$ cat src/rtl/mem_access_ctrl.sv
// mem_access_ctrl: MEM-stage controller that turns LD/ST/STU into a
// request/ready access to a variable-latency data memory and latches HALT.
// Ports: clk, rst_n (async, active low); valid/instr/addr/wdata from MEM stage;
//        mem_en/mem_wr/mem_addr/mem_wdata request, mem_rdy/mem_rdata response;
//        stall to upstream; rdata/rdata_vld load result; halt, err, err_code.
module mem_access_ctrl #(
   parameter int DATA_W    = 16,
   parameter int ADDR_W    = 16,
   parameter int MAX_WAIT  = 64,
   parameter int ALIGN_CHK = 1
) (
   input  logic              clk,
   input  logic              rst_n,
   input  logic              valid,
   input  logic [15:0]       instr,
   input  logic [ADDR_W-1:0] addr,
   input  logic [DATA_W-1:0] wdata,
   input  logic              mem_rdy,
   input  logic [DATA_W-1:0] mem_rdata,
   output logic              mem_en,
   output logic              mem_wr,
   output logic [ADDR_W-1:0] mem_addr,
   output logic [DATA_W-1:0] mem_wdata,
   output logic              stall,
   output logic [DATA_W-1:0] rdata,
   output logic              rdata_vld,
   output logic              halt,
   output logic              err,
   output logic [1:0]        err_code
);

   localparam logic [4:0] OP_LD   = 5'b10001;
   localparam logic [4:0] OP_ST   = 5'b10000;
   localparam logic [4:0] OP_STU  = 5'b10011;
   localparam logic [4:0] OP_HALT = 5'b00000;

   localparam logic [1:0] FLT_TMO   = 2'b01;
   localparam logic [1:0] FLT_ALIGN = 2'b10;

   localparam int CNT_W = (MAX_WAIT < 2) ? 1 : $clog2(MAX_WAIT + 1);

   typedef enum logic [2:0] {
      S_IDLE,
      S_BUSY,
      S_DONE,
      S_HALTED,
      S_ERR
   } state_t;

   state_t           state;
   state_t           state_nxt;
   logic [CNT_W-1:0] cnt;
   logic [CNT_W-1:0] cnt_inc;
   logic             ld_q;
   logic             stall_c;
   logic [1:0]       fault;

   logic [4:0] op;
   logic       is_ld;
   logic       is_st;
   logic       is_mem;
   logic       is_halt;
   logic       misalign;
   logic       tmo;
   logic       unused_instr;

   assign op       = instr[15:11];
   assign is_ld    = (op == OP_LD);
   assign is_st    = (op == OP_ST) || (op == OP_STU);
   assign is_mem   = is_ld || is_st;
   assign is_halt  = (op == OP_HALT);
   assign misalign = (ALIGN_CHK != 0) && addr[0];

   assign unused_instr = ^instr[10:0];

   // cnt holds the number of BUSY cycles already completed, so cnt_inc
   // is the 1-based index of the current BUSY cycle.
   assign cnt_inc = cnt + 1'b1;
   assign tmo     = (MAX_WAIT != 0) && (cnt_inc == CNT_W'(MAX_WAIT));

   always_comb begin
      state_nxt = state;
      stall_c   = 1'b0;
      fault     = 2'b00;
      unique case (state)
         S_IDLE: begin
            if (valid && is_mem) begin
               // hold the pipeline in the accept cycle itself
               stall_c = 1'b1;
               if (misalign) begin
                  state_nxt = S_ERR;
                  fault     = FLT_ALIGN;
               end else begin
                  state_nxt = S_BUSY;
               end
            end else if (valid && is_halt) begin
               stall_c   = 1'b1;
               state_nxt = S_HALTED;
            end
         end
         S_BUSY: begin
            stall_c = 1'b1;
            // a ready on the last allowed cycle still completes
            if (mem_rdy) begin
               state_nxt = S_DONE;
            end else if (tmo) begin
               state_nxt = S_ERR;
               fault     = FLT_TMO;
            end
         end
         S_DONE: begin
            state_nxt = S_IDLE;
         end
         S_HALTED: begin
            stall_c = 1'b1;
         end
         S_ERR: begin
            stall_c = 1'b1;
         end
         default: begin
            state_nxt = S_IDLE;
         end
      endcase
   end

   // stall is combinational; force it low while reset is held
   assign stall = stall_c && rst_n;

   always_ff @(posedge clk or negedge rst_n) begin
      if (!rst_n) begin
         state     <= S_IDLE;
         cnt       <= '0;
         ld_q      <= 1'b0;
         mem_en    <= 1'b0;
         mem_wr    <= 1'b0;
         mem_addr  <= '0;
         mem_wdata <= '0;
         rdata     <= '0;
         rdata_vld <= 1'b0;
         halt      <= 1'b0;
         err       <= 1'b0;
         err_code  <= 2'b00;
      end else begin
         state     <= state_nxt;
         mem_en    <= (state_nxt == S_BUSY);
         halt      <= (state_nxt == S_HALTED);
         err       <= (state_nxt == S_ERR);
         rdata_vld <= (state == S_BUSY) && mem_rdy && ld_q;

         if ((state == S_IDLE) && (state_nxt == S_BUSY)) begin
            mem_addr  <= addr;
            mem_wdata <= wdata;
            mem_wr    <= !is_ld;
            ld_q      <= is_ld;
         end

         if (state == S_BUSY) begin
            cnt <= cnt_inc;
            if (mem_rdy && ld_q) begin
               rdata <= mem_rdata;
            end
         end else begin
            cnt <= '0;
         end

         // ERR is terminal, so only the first fault is ever recorded
         if (fault != 2'b00) begin
            err_code <= fault;
         end
      end
   end

endmodule
$ cat config.mk
export PLATFORM = sky130hd
export DESIGN_NAME = mem_access_ctrl
export DESIGN_NICKNAME = d
export VERILOG_FILES = /design/src/rtl/mem_access_ctrl.sv
export SDC_FILE = /design/constraint.sdc
export NUM_CORES = 1
export LEC_CHECK = 0
export ABC_CLOCK_PERIOD_IN_PS = 1700
export CAP_MARGIN = 20
export CORE_MARGIN = 2
export CORE_UTILIZATION = 38
export CTS_CLUSTER_SIZE = 28
export DETAILED_ROUTE_END_ITERATION = 8
export PLACE_DENSITY = 0.83
export SYNTH_ARGS = -nofsm -noshare
export SYNTH_HDL_FRONTEND = slang
export SYNTH_SLANG_ARGS = --single-unit
$ cat constraint.sdc
create_clock -name clk -period 1.7 [get_ports clk]
set_clock_uncertainty 0.1 [all_clocks]
set_input_delay 0.34 -clock clk [delete_from_list [all_inputs] [get_ports clk]]
set_output_delay 0.34 -clock clk [all_outputs]
set_load 0.01 [all_outputs]
==> impl_metrics.env, run 1 <==
export IMPL_maxCapViolCount=0
export IMPL_fin_tns_setup_ns=-11.36
export IMPL_numPortBuffers=112
export IMPL_r2r_cells=4
export IMPL_worst_r2r_setup_slack_ns=-0.29
export IMPL_cp_required_ns=1.81
export IMPL_vias_per_cell=4.799
export IMPL_rsz0062_at_grt="yes"
export IMPL_die_area_mm2=0.008047
export IMPL_setup_viol=53
export IMPL_critPathMaxFanout=9
export IMPL_grt_max_degree=67
export IMPL_cp_arrival_ns=2.10
export IMPL_violations="negative setup slack"
export IMPL_clock_sinks=66
export IMPL_detail_route_antenna_nets=0
export IMPL_layout_drive_gt1_share_pct=36.78
export IMPL_grt_pass1_vias=2196
export IMPL_ios=124
export IMPL_core_mm2=0.007176
export IMPL_multiInputGateArea_mm2=0.001251
export IMPL_regToRegEndpoint="mem_addr[15]"
export IMPL_die_height_um=89.71
export IMPL_drc_errors=0
export IMPL_wl_per_cell_um=16.64
export IMPL_wirelength_um=7438
export IMPL_area_delta_synth_final_pct=71.49
export IMPL_fillers=504
export IMPL_ctsHtreeMaxLevel=3
export IMPL_synthesis_area_mm2=0.002791
export IMPL_fmax_mhz=502.8
export IMPL_startpoint_type="flip-flop"
export IMPL_p_leak_nw=2.654
export IMPL_antenna_cells=0
export IMPL_outcome="finished with violations"
export IMPL_start_util_pct=38.90
export IMPL_insertion_delay_ns=0.33
export IMPL_slew_viol_final=0
export IMPL_ctsHoldBuffers=0
export IMPL_num_rows=31
export IMPL_path_clk_slew_ns=0.07
export IMPL_placed_cell_area_mm2=0.004224
export IMPL_grt_use_total_pct=18.11
export IMPL_detail_route_first_pass_iterations=4
export IMPL_postLayoutCellArea_mm2=0.004787
export IMPL_grt_pass1_wl_um=11540
export IMPL_ys_seq_area_share_pct=59.17
export IMPL_worstHoldPathType="input port to async pin"
export IMPL_drt_iter0_drc=106
export IMPL_ys_flop_type="dfrtp_1"
export IMPL_end_kind="flip-flop"
export IMPL_ys_warn_count=0
export IMPL_min_period_ns=1.989
export IMPL_seq_area_mm2=0.001652
export IMPL_synth_edf_count=0
export IMPL_layout_nets=412
export IMPL_cts_buffers_inserted=9
export IMPL_holdWs_ns=0.1524
export IMPL_r2r_start="state[0]"
export IMPL_tightest_slew_ns=0.8177
export IMPL_vias=2145
export IMPL_die_w_um=89.71
export IMPL_post_synth_cell_area_avg_um2=14.77
export IMPL_clock_root_buffer="clkbuf_8"
export IMPL_worst_slack_ns=-0.2887
export IMPL_hold_violations=0
export IMPL_antenna_found_initial=0
export IMPL_gp_congestion=0.7560
export IMPL_post_dp_hpwl_um=4617
export IMPL_ys_types=39
export IMPL_worstSetupPathType="flip-flop to flip-flop"
export IMPL_cts_tree="done"
export IMPL_dp_slack_ns=-0.8020
export IMPL_overflow=0
export IMPL_period_share_pct=117.0
export IMPL_async_flop_share_pct=100.0
export IMPL_slew_headroom_pct=45.49
export IMPL_p_per_area_mw_per_mm2=1174
export IMPL_ir_drop_mv=0.6913
export IMPL_synth_nets=258
export IMPL_ys_ff_latch=66
export IMPL_cts_buffer_depth=2
export IMPL_syn_inst=189
how the worst max path moves through the flow:
stage                     depth (start not counted)      endpoint  startpoint
final                                             4  mem_addr[15]    state[0]
after global routing                              4  mem_addr[15]    state[0]
after CTS                                         4        mem_wr    state[2]
after detailed placement                          5  mem_wdata[0]   instr[15]
after global placement                            5  mem_wdata[3]   instr[13]
after floorplan                                   5  mem_addr[15]    state[0]
per-stage QoR:
step / utilization, % / power, mW / instances
final: 66.71 / 5.618 / 447
after global routing: 66.71 / 5.906 / 447
after CTS: 64.95 / 5.613 / 447
after detailed placement: 58.87 / 4.354 / 420
after global placement: 58.87 / 4.299 / 420
after floorplan: - / 3.118 / 189
cells by family after synthesis:
kind of cell / after synthesis / synth area share (%)
muxes: 48 / 22.99
AOI/OAI and AO/OA: 22 / 5.603
xor gates and xnor gates: 3 / 0.9415
DFF: 66 / 59.17
adders and majority gates: 1 / 0.4482
buffers and inverters: 9 / 2.465
and+or+nand+nor: 40 / 8.382
placed cells by master (no fill, tap or decap), types with 4 or more instances in the layout:
master           count
a21oi_1              5
clkbuf_8            11
dlymetal6s2s_1      27
nor2_1               8
buf_4               24
clkinvlp_4           4
buf_16               4
clkdlybuf4s50_1     64
o21ai_0              4
nand3_1              4
dfrtp_1             66
mux2_4              48
nand2_1              4
buf_6                7
dlygate4sd2_1       19
power by group:
| group | total, mW | internal [mW] | switching, mW |
|---|---|---|---|
| sequential | 2.21 | 1.99 | 0.225 |
| clock | 1.21 | 0.610 | 0.601 |
| combinational | 2.19 | 1.38 | 0.816 |
| total | 5.62 | 3.98 | 1.64 |
layout make-up:
cell class	instances	share of cell area, %
Multi-Input combinational cell	114	26.14
Inverter	3	0.2352
Timing Repair Buffer	149	32.57
Tap cell	99	2.588
Clock inverter	5	0.8102
Clock buffer	11	3.163
Sequential cell	66	34.50
sequential cells by signal (all words and copies together), names as in the netlist:
name	cells
cnt	7
err	1
err_code	2
halt	1
ld_q	1
mem_addr	16
mem_en	1
mem_wdata	16
mem_wr	1
rdata	16
rdata_vld	1
state	3
what timing repair did:
action                     in CTS  in global routing
setup endpoints to repair      69                 83
resized for setup              46                 53
pin swaps                       9                  7
cloned                          6                  0
buffers inserted                5                  3
Yosys cell counts (3+ instances only):
library cell,number,share of area [%]
dfrtp_1,66,59
o21ai_0,4,0.72
a21oi_1,5,0.90
nand3_1,6,1.1
nand2_1,5,0.67
buf_6,4,1.6
mux2_1,21,8.5
nor2_1,11,1.5
mux2_4,27,15
a21o_1,3,0.81
inv_1,3,0.40
worst max-delay path, cell delays in order (launching register included):
cell	delay, ns
dfrtp_1	0.39
nor3_2	0.24
or4b_4	0.63
buf_16	0.21
mux2_4	0.30
layer usage:
layer	up-vias	part of all wire, %	global-route usage, %
met5	-	0	0
met2	91	49	28.98
met4	0	0.99	5.385
met3	11	6.0	5.029
met1	1053	44	24.31
li1	990	-	-
Note: power is estimated with default switching activity, not from simulation.
==> inputs of run 2 (changes only) <==
- REMOVE_ABC_BUFFERS: default -> 1
==> impl_metrics.env, run 2 (same netlist as run 1, synthesis figures left out) <==
export IMPL_outcome="finished with violations"
export IMPL_violations="negative setup slack"
export IMPL_fmax_mhz=512.3
export IMPL_grt_pass1_vias=2271
export IMPL_max_stage_delay_ns=0.60
export IMPL_detail_route_first_pass_iterations=4
export IMPL_switchingPower_mw=1.592
export IMPL_numPortBuffers=112
export IMPL_min_period_ns=1.952
export IMPL_startpoint_type="flip-flop"
export IMPL_critPathMaxFanout=14
export IMPL_antenna_cells=0
export IMPL_detail_route_antenna_nets=0
export IMPL_cts_tree="done"
export IMPL_worstHoldPathType="input port to async pin"
export IMPL_cp_arrival_ns=2.07
export IMPL_p_leak_nw=2.786
export IMPL_die_w_um=89.71
export IMPL_start_util_pct=38.90
export IMPL_pwr_share_seq_pct=39.9
export IMPL_postLayoutCellArea_mm2=0.004760
export IMPL_setup_viol=55
export IMPL_end_kind="flip-flop"
export IMPL_drt_iter0_drc=73
export IMPL_slew_headroom_pct=44.11
export IMPL_dp_slack_ns=-0.7758
export IMPL_ir_drop_mv=0.6310
export IMPL_placed_cell_area_mm2=0.004202
export IMPL_die_area_mm2=0.008047
export IMPL_post_dp_hpwl_um=4543
export IMPL_power_share_clock_pct=23.7
export IMPL_grt_max_degree=67
export IMPL_holdWs_ns=0.1028
export IMPL_insertion_delay_ns=0.33
export IMPL_ctsHtreeMaxLevel=3
export IMPL_core_mm2=0.007176
export IMPL_vias=2119
export IMPL_vias_per_cell=4.719
export IMPL_die_height_um=89.71
export IMPL_clock_root_buffer="clkbuf_8"
export IMPL_worst_slack_ns=-0.2520
export IMPL_slew_viol_final=0
export IMPL_reg_top3="mem_addr: 16 flops, mem_wdata: 16 flops, rdata: 16 flops"
export IMPL_cts_buffer_depth=2
export IMPL_final_cell_mix="66 x dfrtp_1, 55 x clkdlybuf4s50_1, 42 x mux2_4"
export IMPL_p_per_area_mw_per_mm2=1169
export IMPL_tightest_slew_ns=0.8383
export IMPL_hold_violations=0
export IMPL_wl_per_cell_um=15.92
export IMPL_gp_congestion=0.8875
export IMPL_post_place_cells=421
export IMPL_combPwrFrac_pct=36.4
export IMPL_layout_commonest_cell="dfrtp_1"
export IMPL_drc_errors=0
export IMPL_wirelength_um=7147
export IMPL_grt_use_total_pct=17.49
export IMPL_area_delta_synth_final_pct=70.51
export IMPL_swShare_pct=28.60
export IMPL_ctsHoldBuffers=0
export IMPL_layout_drive_gt1_share_pct=32.57
export IMPL_clock_sinks=66
export IMPL_overflow=0
export IMPL_cts_buffers_inserted=9
export IMPL_ios=124
export IMPL_rsz0062_at_grt="yes"
export IMPL_fin_total_pwr_mw=5.565
export IMPL_fin_cells=449
export IMPL_period_share_pct=114.8
export IMPL_path_clk_slew_ns=0.07
export IMPL_cp_required_ns=1.82
export IMPL_power_internal_mw=3.973
export IMPL_grt_pass1_wl_um=11020
export IMPL_layout_nets=414
export IMPL_num_rows=31
export IMPL_crit_path_top_delay_cell="or4b_4"
export IMPL_antenna_found_initial=0
export IMPL_maxCapViolCount=0
export IMPL_cp_cell_sequence="nor3_2 -> or4b_4 -> buf_16 -> mux2_4"
export IMPL_worstSetupPathType="flip-flop to flip-flop"
## run 2: changes by cell type in the layout (fill, tap and decap cells not counted), moves of 2 or more
cell,before,now
a31oi_1,0,2
a31oi_2,2,0
buf_4,24,29
buf_6,7,4
clkdlybuf4s50_1,64,55
dlymetal6s2s_1,27,34
mux2_1,0,6
mux2_4,48,42
nand3_1,4,6
nand3_2,3,1
nor2_2,2,0
## run 2: cell type report
type | count | area [um2]
Clock buffer | 10 | 137.6
Sequential cell | 66 | 1652
Fill cell | 524 | 2416
Inverter | 3 | 11.26
Timing Repair Buffer | 151 | 1582
Tap cell | 99 | 123.9
Multi-Input combinational cell | 114 | 1187
Clock inverter | 6 | 66.31
## run 2: worst max-delay path, delay by kind of cell (launching register included)
kind	cells	cell delay (ns)
buffers and inverters	1	0.21
flip-flops	1	0.39
multiplexers	1	0.29
AND/OR/NAND/NOR	2	0.84
## run 2: power by group through the flow
stage	registers [mW]	logic, mW	clock network, mW
after floorplan	2.44	0.641	0
after global routing	2.27	2.15	1.44
after detailed placement	2.25	2.08	0
final	2.22	2.02	1.32
after CTS	2.23	2.06	1.36
after global placement	2.25	2.03	0
## run 2: repair_timing
action,CTS,global route
setup endpoints to repair,69,90
resized for setup,54,40
gates cloned,3,1
pin swaps,8,4
buffers inserted,5,3
## run 2: worst paths after layout
path                       cells after the start           end      start  slack, ns
max                                            4  mem_wdata[9]   state[0]      -0.25
min                                            2          halt      rst_n       0.10
max reg2reg                                    4  mem_wdata[9]   state[0]      -0.25
min reg2reg                                    1     rdata[15]  rdata[15]       0.38
max in group asynchronous                      2      rdata[9]      rst_n       0.82
min in group clk                               1     rdata[15]  rdata[15]       0.38
## run 2: routing by layer
layer  part of all wire (%)  wire length, um  track usage [%]
met2                     52             3686            29.23
met5                      0                0                0
met3                    7.0              499            6.119
met1                     40             2838            20.31
met4                    1.7              123            7.949
## run 2: per-stage QoR
stage | util (%) | TNS [ns]
floorplan | - | -28.87
global placement | 58.55 | -26.95
detailed placement | 58.55 | -28.73
CTS | 64.17 | -10.23
global route | 66.33 | -12.85
finish | 66.33 | -10.54
==> inputs of run 3 (changes only) <==
- CAP_MARGIN: 20 -> default
==> results of run 3 <==
Final layout, timing and power as in run 2 (identical DEF).
==> edit 1: new RTL, settings of run 1 <==
Re-encode `state_t` (5 states) as one-hot, 5 bits wide.
--- a/src/rtl/mem_access_ctrl.sv
+++ b/src/rtl/mem_access_ctrl.sv
@@ -39,12 +39,12 @@
 
    localparam int CNT_W = (MAX_WAIT < 2) ? 1 : $clog2(MAX_WAIT + 1);
 
-   typedef enum logic [2:0] {
-      S_IDLE,
-      S_BUSY,
-      S_DONE,
-      S_HALTED,
-      S_ERR
+   typedef enum logic [4:0] {
+      S_IDLE   = 5'b00001,
+      S_BUSY   = 5'b00010,
+      S_DONE   = 5'b00100,
+      S_HALTED = 5'b01000,
+      S_ERR    = 5'b10000
    } state_t;
 
    state_t           state;
Behaviour: same outputs for any inputs over 10 cycles, from zero or initial values and one cycle with rst_n low; not proved beyond that.
==> edit 1 against run 1 <==
The run still ends with negative setup slack left. Core utilization up 0.65 points. First-iteration DRC count down 38%. Wire length down 10%. Setup slack worse by 0.32 ns. Non-clock buffer count up 2. Synthesized area down 2.6%. Cell area down 3.3%. Via count down 1.1%. Sequential cell count up 2. Critical endpoint is now mem_wdata[1]. Largest cell class unchanged.
Power is not compared: it rests on default switching activity, and its combinational part moved more than twofold at a synthesized area within 25%.
==> edit 1: results (changes against run 1) <==
[metrics] first-pass GRT wire length: 10,700 microns (-7.5%)
[metrics] NetSw: 1.00 mW
[metrics] cts bufs inserted: 9 (unchanged)
[metrics] leakage power total: 2.46 nW
[metrics] YS warnings: 0 (unchanged)
[metrics] depth of the worst register-to-register path: 7 (+3)
[metrics] Max H-tree Level: 3 (unchanged)
[metrics] maximum number of pins on one net before global-route repair: 69 (+3.0%)
[metrics] detailed-placement wirelength estimate: 4510 microns (-2.2%)
[metrics] portion of the post-synthesis area used by sequential elements: 62.6% (+3.5 points)
[metrics] number of placement rows: 30 (-3.2%)
[metrics] count of input and output buffers: 112 (unchanged)
[metrics] area post-placement: 4160 sq um (-1.6%)
[metrics] largest registers: mem_addr (16), mem_wdata (16), rdata (16)
[metrics] capturing point of the worst reg2reg path: mem_wdata[1]
[metrics] post-route setup TNS: -24.56 ns (-13.21 ns)
[metrics] antenna cell count: 0 (unchanged)
[metrics] worst setup timing slack at the placement stage: -0.987 ns (-0.185 ns)
[metrics] DR vias/cell: 4.77 (-0.67%)
[metrics] Area contributors post-synth: dfrtp_1 62%, mux2_2 20%, nor2_1 1.4%, buf_6 1.2%, nand3_1 1.1%
[metrics] failing checks: negative setup slack
[metrics] ranking of synthesized cells by instance count: 67 x dfrtp_1, 48 x mux2_2, 10 x nor2_1, 6 x nand3_1, 5 x inv_1
[metrics] total via count after detailed routing: 2,121 (-1.1%)
[metrics] weighted congestion at the end of routability-driven global placement: 0.785 (+3.8%)
[metrics] Starting DRT DRC Count: 66 (-38%)
[metrics] clock network latency to the later pin of the worst-skew pair: 0.33 ns (about the same)
[metrics] worst-case hold slack: 0.119 ns (-0.0329 ns)
[metrics] cell at the root of the clock tree: clkbuf_8
[metrics] net count of the mapped netlist: 257 (-0.39%)
[metrics] number of antenna violations at the first check in global routing: 0 (unchanged)
[metrics] FF+latch area: 1700 sq um (+3.1%)
[metrics] total number of nets in the final design: 413 (+0.24%)
[metrics] ratio of cells with drive above 1 in the final layout: 34.1% (-2.7 points)
[metrics] Worst EP arrival: 2.42 ns (+0.32 ns)
[metrics] final worst slack: -0.608 ns (-0.319 ns)
[metrics] Worst Max-Slew Pin Slew: 0.843 ns (+0.0248 ns)
[metrics] count of fill cells added during filler insertion: 501 (-0.60%)
[metrics] via count of the first global-routing pass: 2,341 (+6.6%)
[metrics] length of the first detailed-routing pass in iterations: 4 (unchanged)
[metrics] clock slew at the register clock pins of the worst setup and hold paths: 0.07 ns (about the same)
[metrics] class of the tightest hold or removal check: in -> async
[metrics] number of library cell types mapped by synthesis: 35 (-10%)
[metrics] worst setup path startpoint: state[0]
[metrics] endpoints failing setup: 59 (+11%)
[metrics] All-Layer GR Usage: 17.7% (-0.37 points)
[metrics] worst voltage drop across the vdd grid: 0.000489 V
[metrics] Routed WL: 6680 microns (-10%)
[metrics] Longest Clk Path Bufs: 2 (unchanged)
[metrics] result of the run: finished with violations
[metrics] mean instance size in the synthesized netlist: 14.5 sq um (-2.1%)
[metrics] CP Max Fanout: 7 (-2)
[metrics] post-synthesis async set-or-reset flop share: 100% (unchanged)
edit 1: how the worst max path moves through the flow:
stage	endpoint	slack, ns
after detailed placement	stall	-0.99
after CTS	stall	-0.61
after global placement	stall	-0.91
final	mem_wdata[1]	-0.61
after floorplan	mem_addr[10]	-0.40
after global routing	stall	-0.67
edit 1: logic make-up after synthesis:
logic type,Yosys count,share of synthesized area [%]
buffers and inverters,11,2.44
and+or+nand+nor,41,9.11
AOI/OAI and AO/OA,13,3.50
adders and majority gates,1,0.460
DFF,68,62.6
muxes,49,20.2
xor gates and xnor gates,5,1.61
edit 1: timing repair:
| action | CTS | global route |
|---|---|---|
| setup buffers | 5 | 2 |
| resized for setup | 20 | 45 |
| hold endpoints to repair | 0 | 0 |
| pin swaps | 5 | 6 |
| gates cloned | 3 | 1 |
| endpoints found under the setup margin | 60 | 92 |
edit 1: layer usage:
metal,track usage (%),vias to the layer above,wire length [microns],share of wire (%)
met1,20.9,1040,2570,39
met2,31.1,82,3540,53
met4,6.34,0,103,1.5
li1,-,985,-,-
met3,4.94,14,457,6.8
met5,0,-,0,0
edit 1: power groups by stage:
stage	Clock (mW)	Combinational, mW	Sequential (mW)
6_report	1.14	0.927	1.92
2_1_floorplan	0	0.205	2.06
5_1_grt	1.26	0.998	1.95
4_1_cts	1.19	0.963	1.93
3_5_place_dp	0	0.960	1.96
3_3_place_gp	0	0.939	1.95
edit 1: area by class of cell:
cell class	count	share of cell area, %
inverter	5	0.406
multi-input combinational	109	22.1
clock buffer	11	3.06
clock inverter	5	0.595
tap	96	2.60
sequential	68	36.8
timing repair buffer	151	34.4
edit 1: worst max-delay path: stages, from the launching register on:
cell       delay, ns
dfstp_2         0.55
nand2_2         0.06
or4_4           0.42
buf_4           0.16
nor3b_4         0.25
buf_6           0.17
clkbuf_16       0.15
mux2_2          0.33
==> edit 2: new RTL, settings of run 1 <==
Without the edit above. The parameter `MAX_WAIT` goes from 64 to 128.
--- a/src/rtl/mem_access_ctrl.sv
+++ b/src/rtl/mem_access_ctrl.sv
@@ -6,7 +6,7 @@
 module mem_access_ctrl #(
    parameter int DATA_W    = 16,
    parameter int ADDR_W    = 16,
-   parameter int MAX_WAIT  = 64,
+   parameter int MAX_WAIT  = 128,
    parameter int ALIGN_CHK = 1
 ) (
    input  logic              clk,
Formal check against the unedited RTL: no difference found for any inputs over 10 cycles, from zero or initial values and one cycle with rst_n low; that may be too few to reach the edited logic, so the function may still have changed.
==> edit 2 against run 1 <==
The flow still finishes with violations (negative setup slack). Sequential cell count is 1 higher. Synthesized area is 16% higher. Setup slack worse by 0.0065 ns. Wire length is 24% higher. Synthesized cell count is 66% higher. Cell area is 9.0% higher. Hold slack worse by 0.028 ns. Largest cell class unchanged.
Power is not compared: it rests on default switching activity, and its combinational part moved more than twofold at a synthesized area within 25%.
==> edit 2: results (changes against run 1) <==
[metrics] ratio of cells with drive above 1 in the final layout: 25.5% (-11 points)
[metrics] ranking of synthesized cells by instance count: 67 x dfrtp_1, 47 x nor2_1, 33 x a21o_1, 33 x o21ai_0, 32 x a21oi_1
[metrics] adder-cell area share of the yosys netlist: 0.775% (+0.33 points)
[metrics] net count of the mapped netlist: 384 (+49%)
[metrics] clock network latency to the later pin of the worst-skew pair: 0.33 ns (about the same)
[metrics] failing checks: negative setup slack
[metrics] Synth Area in XOR/XNOR: 2.17% (+1.2 points)
[metrics] Starting DRT DRC Count: 89 (-16%)
[metrics] Resized cells post-CTS: 66 (+43%)
[metrics] length of the first detailed-routing pass in iterations: 4 (unchanged)
[metrics] reg2reg start: cnt[0]
[metrics] weighted congestion at the end of routability-driven global placement: 0.743 (-1.7%)
[metrics] Compound-Gate Fraction of Synth Area: 23.9% (+18 points)
[metrics] area post-placement: 4720 sq um (+12%)
[metrics] Area contributors post-synth: dfrtp_1 52%, a21o_1 7.7%, mux2_2 5.6%, nor2_1 5.5%, o21ai_0 5.1%
[metrics] final worst slack: -0.295 ns (-0.00652 ns)
[metrics] Max H-tree Level: 3 (unchanged)
[metrics] via count of the first global-routing pass: 2,941 (+34%)
[metrics] portion of the post-synthesis area used by sequential elements: 51.9% (-7.2 points)
[metrics] leakage power total: 2.86 nW
[metrics] number of antenna violations at the first check in global routing: 0 (unchanged)
[metrics] mean instance size in the synthesized netlist: 10.3 sq um (-30%)
[metrics] cts bufs inserted: 9 (unchanged)
[metrics] Worst slew margin: 41.6% (-3.9 points)
[metrics] mux share of post-synthesis cell area: 5.58% (-17 points)
[metrics] count of fill cells added during filler insertion: 683 (+36%)
[metrics] number of library cell types mapped by synthesis: 43 (+10%)
[metrics] capture point of the critical path: mem_wr
[metrics] worst voltage drop across the vdd grid: 0.000504 V
[metrics] CP Max Fanout: 6 (-3)
[metrics] result of the run: finished with violations
[metrics] endpoints failing setup: 58 (+9.4%)
[metrics] Routed WL: 9260 microns (+24%)
[metrics] post-layout instance count excluding filler cells: 579 (+30%)
[metrics] slowest stage delay, CP: 0.45 ns (-0.18 ns)
[metrics] first-pass GRT wire length: 14,100 microns (+22%)
[metrics] total number of nets in the final design: 539 (+31%)
[metrics] worst setup timing slack at the placement stage: -0.830 ns (-0.0277 ns)
[metrics] WL met3: 461 microns (+3.6%)
[metrics] buffer count from post-CTS setup fixing: 6 (+1)
[metrics] detailed-placement wirelength estimate: 6120 microns (+33%)
[metrics] depth of the worst register-to-register path: 7 (+3)
[metrics] DP Cell Count: 554 (+32%)
[metrics] maximum number of pins on one net before global-route repair: 68 (+1.5%)
[metrics] sum of met2 wire segment lengths after detailed routing: 4720 microns (+28%)
[metrics] DR vias/cell: 5.08 (+5.8%)
[metrics] CP top delay family: compound AO/OA/AOI/OAI gates
[metrics] post-route setup TNS: -12.04 ns (-0.685 ns)
[metrics] M1 wire length: 3980 microns (+23%)
[metrics] slowest CP cell: dfrtp_2
[metrics] count of input and output buffers: 112 (unchanged)
[metrics] Worst EP arrival: 2.12 ns (+0.02 ns)
[metrics] All-Layer GR Usage: 19.8% (+1.7 points)
## edit 2: cell type report
cell class / instances / area [sq um] / share of cell area (%)
timing repair buffer: 162 / 1590 / 30.4
inverter: 5 / 21.3 / 0.408
sequential: 67 / 1680 / 32.2
clock buffer: 11 / 141 / 2.71
clock inverter: 5 / 52.6 / 1.01
tap: 105 / 131 / 2.52
multi-input combinational: 224 / 1600 / 30.7
## edit 2: per-stage QoR
step | hold WS, ns | total power, mW
6_report | 0.125 | 4.12
5_1_grt | 0.200 | 4.34
4_1_cts | 0.158 | 4.12
3_5_place_dp | 0.375 | 2.83
3_3_place_gp | 0.372 | 2.79
2_1_floorplan | -0.0556 | 2.28
## edit 2: power by group
part	internal, mW	switching (mW)
registers	1.69	0.0752
clock network	0.710	0.584
logic	0.574	0.491
## edit 2: metal layers
metal,vias to the layer above,track usage (%)
met5,-,0
met4,0,4.64
met3,9,4.93
met2,84,34.2
met1,1424,24.9
li1,1422,-
